File: src/rtl/chroma_key_ctrl.sv
// rtl/chroma_key_ctrl.sv - chroma-key threshold shadow/commit controller with optional auto-calibration
// Optional feature macro: CHROMA_KEY_AUTOCAL_EN (calibration FSM and window counters)
module chroma_key_ctrl #(
  parameter logic [7:0]  G_MIN_DEF  = 8'd100,
  parameter logic [7:0]  RG_MAX_DEF = 8'd80,
  parameter logic [7:0]  MARGIN     = 8'd20,
  parameter logic [11:0] WIN_X0     = 12'd608,
  parameter logic [11:0] WIN_Y0     = 12'd328,
  parameter logic [11:0] WIN_W      = 12'd64,
  parameter logic [11:0] WIN_H      = 12'd64
) (
  input  logic        clk,
  input  logic        rst_n,
  input  logic [23:0] rgb_data,
  input  logic        i_hsync,
  input  logic        i_vsync,
  input  logic        i_de,
  input  logic        wr_en,
  input  logic [1:0]  wr_addr,
  input  logic [7:0]  wr_data,
  output logic        wr_ready,
  output logic [7:0]  G_min,
  output logic [7:0]  RG_max,
  output logic        key_en,
  output logic        calib_busy,
  output logic        calib_done,
  output logic        calib_err
);

  logic       vsync_d1;
  logic       vs_rise;
  logic       wr_fire;
  logic [7:0] sh_g;
  logic [7:0] sh_rg;
  logic       sh_key;
  logic       cal_load;
  logic [7:0] cal_g;
  logic [7:0] cal_rg;
  logic       unused_sink;

  assign vs_rise = i_vsync & ~vsync_d1;
  assign wr_fire = wr_en & wr_ready;

`ifdef CHROMA_KEY_AUTOCAL_EN
  typedef enum logic [1:0] {IDLE, WAIT, SAMPLE, CALC} state_t;

  state_t      state_q, state_d;
  logic [11:0] x_q, y_q;
  logic        de_d1;
  logic [7:0]  g_lo_q, rb_hi_q;
  logic        hit_q;
  logic        done_q, err_q;
  logic [7:0]  pix_r, pix_g, pix_b, rb_px;
  logic        in_win;
  logic [8:0]  g_sub, rb_add;
  logic        cal_ok;
  logic        end_frame;

  assign pix_r = rgb_data[23:16];
  assign pix_g = rgb_data[15:8];
  assign pix_b = rgb_data[7:0];
  assign rb_px = (pix_r > pix_b) ? pix_r : pix_b;

  // 13-bit compare so the window's right/bottom edge cannot wrap
  assign in_win = i_de
                && (x_q >= WIN_X0) && ({1'b0, x_q} < ({1'b0, WIN_X0} + {1'b0, WIN_W}))
                && (y_q >= WIN_Y0) && ({1'b0, y_q} < ({1'b0, WIN_Y0} + {1'b0, WIN_H}));

  assign g_sub     = {1'b0, g_lo_q} - {1'b0, MARGIN};
  assign rb_add    = {1'b0, rb_hi_q} + {1'b0, MARGIN};
  assign cal_g     = g_sub[8] ? 8'd0 : g_sub[7:0];
  assign cal_rg    = rb_add[8] ? 8'hFF : rb_add[7:0];
  assign cal_ok    = hit_q && (cal_g > cal_rg);
  assign end_frame = (state_q == SAMPLE) && vs_rise;
  assign cal_load  = end_frame && cal_ok;

  always_comb begin
    state_d    = state_q;
    wr_ready   = (state_q == IDLE);
    calib_busy = (state_q != IDLE);
    case (state_q)
      IDLE:    if (wr_fire && (wr_addr == 2'd2) && wr_data[1]) state_d = WAIT;
      WAIT:    if (vs_rise) state_d = SAMPLE;
      SAMPLE:  if (vs_rise) state_d = CALC;
      default: state_d = IDLE;
    endcase
  end

  assign calib_done = done_q;
  assign calib_err  = err_q;

  // Result is registered at the frame-ending edge so pulse and thresholds appear together in CALC
  always_ff @(posedge clk) begin
    if (!rst_n) begin
      state_q <= IDLE;
      x_q     <= 12'd0;
      y_q     <= 12'd0;
      de_d1   <= 1'b0;
      g_lo_q  <= 8'hFF;
      rb_hi_q <= 8'd0;
      hit_q   <= 1'b0;
      done_q  <= 1'b0;
      err_q   <= 1'b0;
    end else begin
      state_q <= state_d;
      de_d1   <= i_de;
      done_q  <= end_frame && cal_ok;
      err_q   <= end_frame && !cal_ok;

      if (vs_rise) begin
        x_q <= 12'd0;
        y_q <= 12'd0;
      end else if (i_de) begin
        if (x_q != 12'hFFF) x_q <= x_q + 12'd1;
      end else if (de_d1) begin
        x_q <= 12'd0;
        if (y_q != 12'hFFF) y_q <= y_q + 12'd1;
      end

      if ((state_q == WAIT) && vs_rise) begin
        g_lo_q  <= 8'hFF;
        rb_hi_q <= 8'd0;
        hit_q   <= 1'b0;
      end else if ((state_q == SAMPLE) && !vs_rise && in_win) begin
        if (pix_g < g_lo_q)  g_lo_q  <= pix_g;
        if (rb_px > rb_hi_q) rb_hi_q <= rb_px;
        hit_q <= 1'b1;
      end
    end
  end

  assign unused_sink = ^{i_hsync, wr_data[7:2]};
`else
  assign cal_load   = 1'b0;
  assign cal_g      = 8'd0;
  assign cal_rg     = 8'd0;
  assign wr_ready   = 1'b1;
  assign calib_busy = 1'b0;
  assign calib_done = 1'b0;
  assign calib_err  = 1'b0;

  assign unused_sink = ^{i_hsync, wr_data[7:1], rgb_data, i_de, MARGIN,
                         WIN_X0, WIN_Y0, WIN_W, WIN_H};
`endif

  // Commit reads the shadow before any same-cycle write lands; calibration overrides both
  always_ff @(posedge clk) begin
    if (!rst_n) begin
      vsync_d1 <= 1'b0;
      sh_g     <= G_MIN_DEF;
      sh_rg    <= RG_MAX_DEF;
      sh_key   <= 1'b1;
      G_min    <= G_MIN_DEF;
      RG_max   <= RG_MAX_DEF;
      key_en   <= 1'b1;
    end else begin
      vsync_d1 <= i_vsync;
      if (vs_rise) begin
        G_min  <= sh_g;
        RG_max <= sh_rg;
        key_en <= sh_key;
      end
      if (wr_fire) begin
        case (wr_addr)
          2'd0:    sh_g   <= wr_data;
          2'd1:    sh_rg  <= wr_data;
          2'd2:    sh_key <= wr_data[0];
          default: ;
        endcase
      end
      if (cal_load) begin
        sh_g   <= cal_g;
        sh_rg  <= cal_rg;
        G_min  <= cal_g;
        RG_max <= cal_rg;
      end
    end
  end

endmodule

File: config.mk
export PLATFORM = sky130hd
export DESIGN_NAME = chroma_key_ctrl
export DESIGN_NICKNAME = d
export VERILOG_FILES = /design/src/rtl/chroma_key_ctrl.sv
export SDC_FILE = /design/constraint.sdc
export NUM_CORES = 1
export LEC_CHECK = 0
export CELL_PAD_IN_SITES_DETAIL_PLACEMENT = 0
export CELL_PAD_IN_SITES_GLOBAL_PLACEMENT = 2
export CORE_AREA = 4 4 82 84
export CTS_CLUSTER_SIZE = 20
export DETAILED_ROUTE_END_ITERATION = 10
export DIE_AREA = 0 0 86 88
export PLACE_DENSITY = 0.8
export RECOVER_POWER = 50
export SLEW_MARGIN = 20
export SYNTH_ARGS = -nofsm -noshare
export SYNTH_HDL_FRONTEND = slang
export SYNTH_SLANG_ARGS = --single-unit
File: constraint.sdc
create_clock -name clk -period 1.28 [get_ports clk]
set_input_delay 0.256 -clock clk [delete_from_list [all_inputs] [get_ports clk]]
set_output_delay 0.256 -clock clk [all_outputs]
set_load 0.02 [all_outputs]
==> out/summary.txt <==
WP data required = 1.02 ns
Synth Area in Simple Gates = 23.7%
root buf cell = clkbuf_8
Max IR drop VDD = 0.470 mV
initial antenna violation count = 0
largest family of logic cells by synthesized area = simple AND/OR/NAND/NOR gates
Yosys top cell by area = dfxtp_1
Die Area = 0.00757 sq mm
Worst Path Buf+Inv = 1
TritonCTS buffer count = 5
FMAX = 0.818 GHz
crit path capture type = primary output
Max stage delay cell, worst path = dfxtp_1
post-synthesis mux area share = 3.69%
CTS Sinks = 35
PortBufs = 30
first-pass iteration count of the detailed router = 4
WHS Endpoint = sh_key
# H-tree levels = 2
Post-Layout Cell Count = 262
unrepaired setup endpoints after global routing = false
Crit Reg-Reg Startpoint = vsync_d1
predominant post-synthesis flop cell = dfxtp_1
Tot Pwr = 0.00225 W
peak per-stage delay on the critical path = 0.34 ns
antenna cells = 0
met1 wire length = 1.42 mm
CP top delay family = flip-flops
Overflow after GRT = 0
DRC viols = 0
nets = 226
WHS Path Cells = 3
top post-synthesis cells by area = dfxtp_1 52%, nand2_1 13%, a21boi_0 6.1%
post-synthesis sequential area ratio = 51.7%
Post-Synth XOR/XNOR Area = 0%
I/O Pins = 61
maximum buffer depth of the clock tree = 2
WL met2 = 1.20 mm
# fillers = 635
Final Hold Fails = 0
Syn Std Cell Area = 0.00136 sq mm
pwr dens = 1240 mW/mm^2
clock share of power = 38.1%
clock skew = 0.00366 ns
Yosys warnings = 0
area delta synth->final = 33.5%
layout cell share with drive strength beyond 1 = 12.8%
hold_ws = 0.346 ns
P_leak = 0.788 nW
Post-Route WL = 2.87 mm
DP HPWL = 2.12 mm
clk slew on worst S/H paths = 0.07 ns
TNS Setup = 0 ns
crit-path max FO = 2
maximum number of pins on one net before global-route repair = 27
Crit Reg-Reg Endpoint = RG_max[2]
part of the power in combinational logic = 10.9%
routed wl met3 = 185 um
highest metal used = met4
sw power = 0.000517 W
worst min path class = in2reg
GRT Total Usage = 8.51%
Layout Utilization = 30.6%
Mapped Cells = 151
Worst Path Arrival = 0.97 ns
Post-synth EDFFs = 0
top cell type's share of synthesized area = 51.7%
vias per cell = 4.06
placed instance count = 254
global placer's final weighted congestion = 0.669
Synth Area in Compound Gates = 12.6%
most frequent cells after synthesis = 47 x nand2_1, 35 x dfxtp_1, 12 x nand3_1
Max Slew Vio Count = 0
crit start category = register
Clk Latency, worst-skew pair = 0.28 ns
Die Y = 88 um
Synth async-reset ratio = 0%
fin crit period = 1.22 ns
vias in the first global route = 1085
Std-Cell Core Area = 0.00592 sq mm
fin crit share = 95.5%
flop-to-flop setup slack = 0.34 ns
Netlist cell types = 21
die span in x = 86 um
worst path cell trace = dlygate4sd2_1
global-route wire length before repair = 4.99 mm
setup violators final = 0
Post-Synth Adder-Cell Area = 0%
mean area per synthesized cell = 8.97 sq um
sequential power share = 51.0%
top-count cell post-synth = nand2_1
via count = 1064
synthesized flop and latch total = 35
status = completed
Crit Path Class = reg2out
number of max-cap violations = 0
WL/cell = 11.0 um
initial core utilization = 22.9%
total internal power = 0.00173 W
Sw Share = 23.0%
Antenna Violating Nets Remaining = 0
CTS tree = done
Cell Rows = 28
Hold Startpoint = wr_addr[1]
worst r2r path cells = 4
DR iter-0 viols = 40
## area by class of cell
type	instances	area, sq um	area share [%]
Timing Repair Buffer	41	372	20.5
Sequential cell	35	701	38.7
Clock buffer	8	100	5.53
Tap cell	75	93.8	5.19
Inverter	1	3.75	0.207
Multi-Input combinational cell	102	539	29.8
## timing repair
action,in CTS,in global routing
hold buffers,0,0
buffers inserted,0,0
setup endpoints to repair,17,10
resized for setup,17,7
pin swaps,0,1
## power groups by stage
stage / logic (W) / clock network [W] / registers, W
global placement: 0.000266 / 0 / 0.00117
CTS: 0.000256 / 0.000894 / 0.00115
detailed placement: 0.000267 / 0 / 0.00117
finish: 0.000244 / 0.000856 / 0.00115
floorplan: 0.000132 / 0 / 0.00119
global route: 0.000272 / 0.000937 / 0.00115
## worst max-delay path by stage
stage | startpoint | endpoint | slack, ns | cells after the start
after floorplan | wr_addr[1] | sh_g[7] | 0.15 | 5
after global placement | wr_addr[0] | sh_g[2] | -0.29 | 5
after detailed placement | wr_en | sh_g[5] | -0.31 | 5
after CTS | wr_en | sh_g[5] | 0.001 | 5
after global routing | key_en | key_en | 0.008 | 1
final | key_en | key_en | 0.06 | 1
## metal layers
metal / track usage [%] / vias to the layer above
met5: 0 / -
met4: 4.32 / 0
met3: 3.67 / 6
met2: 12.8 / 24
met1: 10.4 / 477
li1: - / 557
## worst reg2reg max path, stage by stage, from the launching register on
cell and delay, ns:
dfxtp_1 0.34, nand2b_1 0.15, buf_4 0.17, nand2_1 0.06, a21boi_0 0.15
## placed cells by master, fill, tap and decap left out
cell type        Yosys  final
nand3_1             12     16
conb_1               2      4
buf_4                4      5
clkbuf_1             4      2
o311ai_0             1      1
nand3b_1             1      1
mux2i_1              5      5
clkbuf_2             0      3
or3b_1               1      1
o21ai_2              5      5
and2_1               1      1
dlygate4sd3_1        0      1
nand3_2              5      1
inv_1                1      1
clkbuf_4             0      1
nor2b_2              0      1
dlymetal6s4s_1       0      1
clkdlybuf4s50_1      0      9
dfxtp_1             35     35
clkbuf_8             0      7
nand2_1             47     47
nand2b_1             1      1
clkdlybuf4s15_1      0      1
dlymetal6s2s_1       0      2
a21boi_0            11     11
buf_12               1      1
dlygate4sd2_1        0     16
o21ai_0              7      7
## stage by stage
| stage | setup slack (ns) | area, sq um |
|---|---|---|
| after floorplan | 0.150 | 1360 |
| after global placement | -0.290 | 1750 |
| after detailed placement | -0.311 | 1750 |
| after CTS | 0.00144 | 1830 |
| after global routing | 0.00831 | 1810 |
| final | 0.0582 | 1810 |
## state kept, by name (all words and copies together) (netlist names)
| name | flops |
|---|---|
| G_min | 8 |
| RG_max | 8 |
| key_en | 1 |
| sh_g | 8 |
| sh_key | 1 |
| sh_rg | 8 |
| vsync_d1 | 1 |
## logic make-up after synthesis
logic type	after synthesis
compound gates	24
flops	35
other cells	2
buf+inv	16
simple gates	69
mux	5
(Power assumes the default switching activity.)
==> variant, RTL diff (config.mk and constraints unchanged) <==
Build with the macro `CHROMA_KEY_AUTOCAL_EN` defined.
--- a/src/rtl/chroma_key_ctrl.sv
+++ b/src/rtl/chroma_key_ctrl.sv
@@ -1,5 +1,7 @@
 // rtl/chroma_key_ctrl.sv - chroma-key threshold shadow/commit controller with optional auto-calibration
 // Optional feature macro: CHROMA_KEY_AUTOCAL_EN (calibration FSM and window counters)
+`define CHROMA_KEY_AUTOCAL_EN
+
 module chroma_key_ctrl #(
   parameter logic [7:0]  G_MIN_DEF  = 8'd100,
   parameter logic [7:0]  RG_MAX_DEF = 8'd80,
Behaviour: not the same (Yosys sat finds a counterexample within 4 cycles, from zero or initial values and one cycle with rst_n low).
==> variant against the original RTL <==
- the run now fails in 3_1_place_gp_skip_io
- area after synthesis increased to 3.4 times the old value
==> variant: results (changes against the original RTL) <==
run status did not finish (was completed); failing step 3_1_place_gp_skip_io; Run Error [ERROR GPL-0301] Utilization 146.812 % exceeds 100%.; Unique masters post-synth 50 (was 21); Synth Register Bits 81 (was 35); Yosys warnings 0 (unchanged); fraction of registers with async set/reset 0% (unchanged); post-synthesis cell count 556 (was 151); top post-synthesis cells by count 81 x dfxtp_1, 68 x nor2_1, 42 x nand2_1, 40 x ha_1, 39 x inv_1 (was 47 x nand2_1, 35 x dfxtp_1, 12 x nand3_1, 11 x a21boi_0, 7 x o21ai_0); syn nets 636; FP Rows 28 (unchanged); sequential area share after synthesis 34.80% (was 51.71%); largest cells by area after synthesis dfxtp_1 35%, ha_1 11%, mux2i_1 6.0%, nor2_1 5.5%, a211oi_1 3.7% (was dfxtp_1 52%, nand2_1 13%, a21boi_0 6.1%, nand3_1 4.4%, mux2i_1 3.7%)
-- variant: cells by family after synthesis --
kind of cell	synth area share, %
buffers and inverters	5.156
flip-flops	34.80
adder cells (fa/ha/maj)	10.74
AND/OR/NAND/NOR	24.46
multiplexers	6.498
AO/OA/AOI/OAI	15.52
XOR/XNOR	2.819
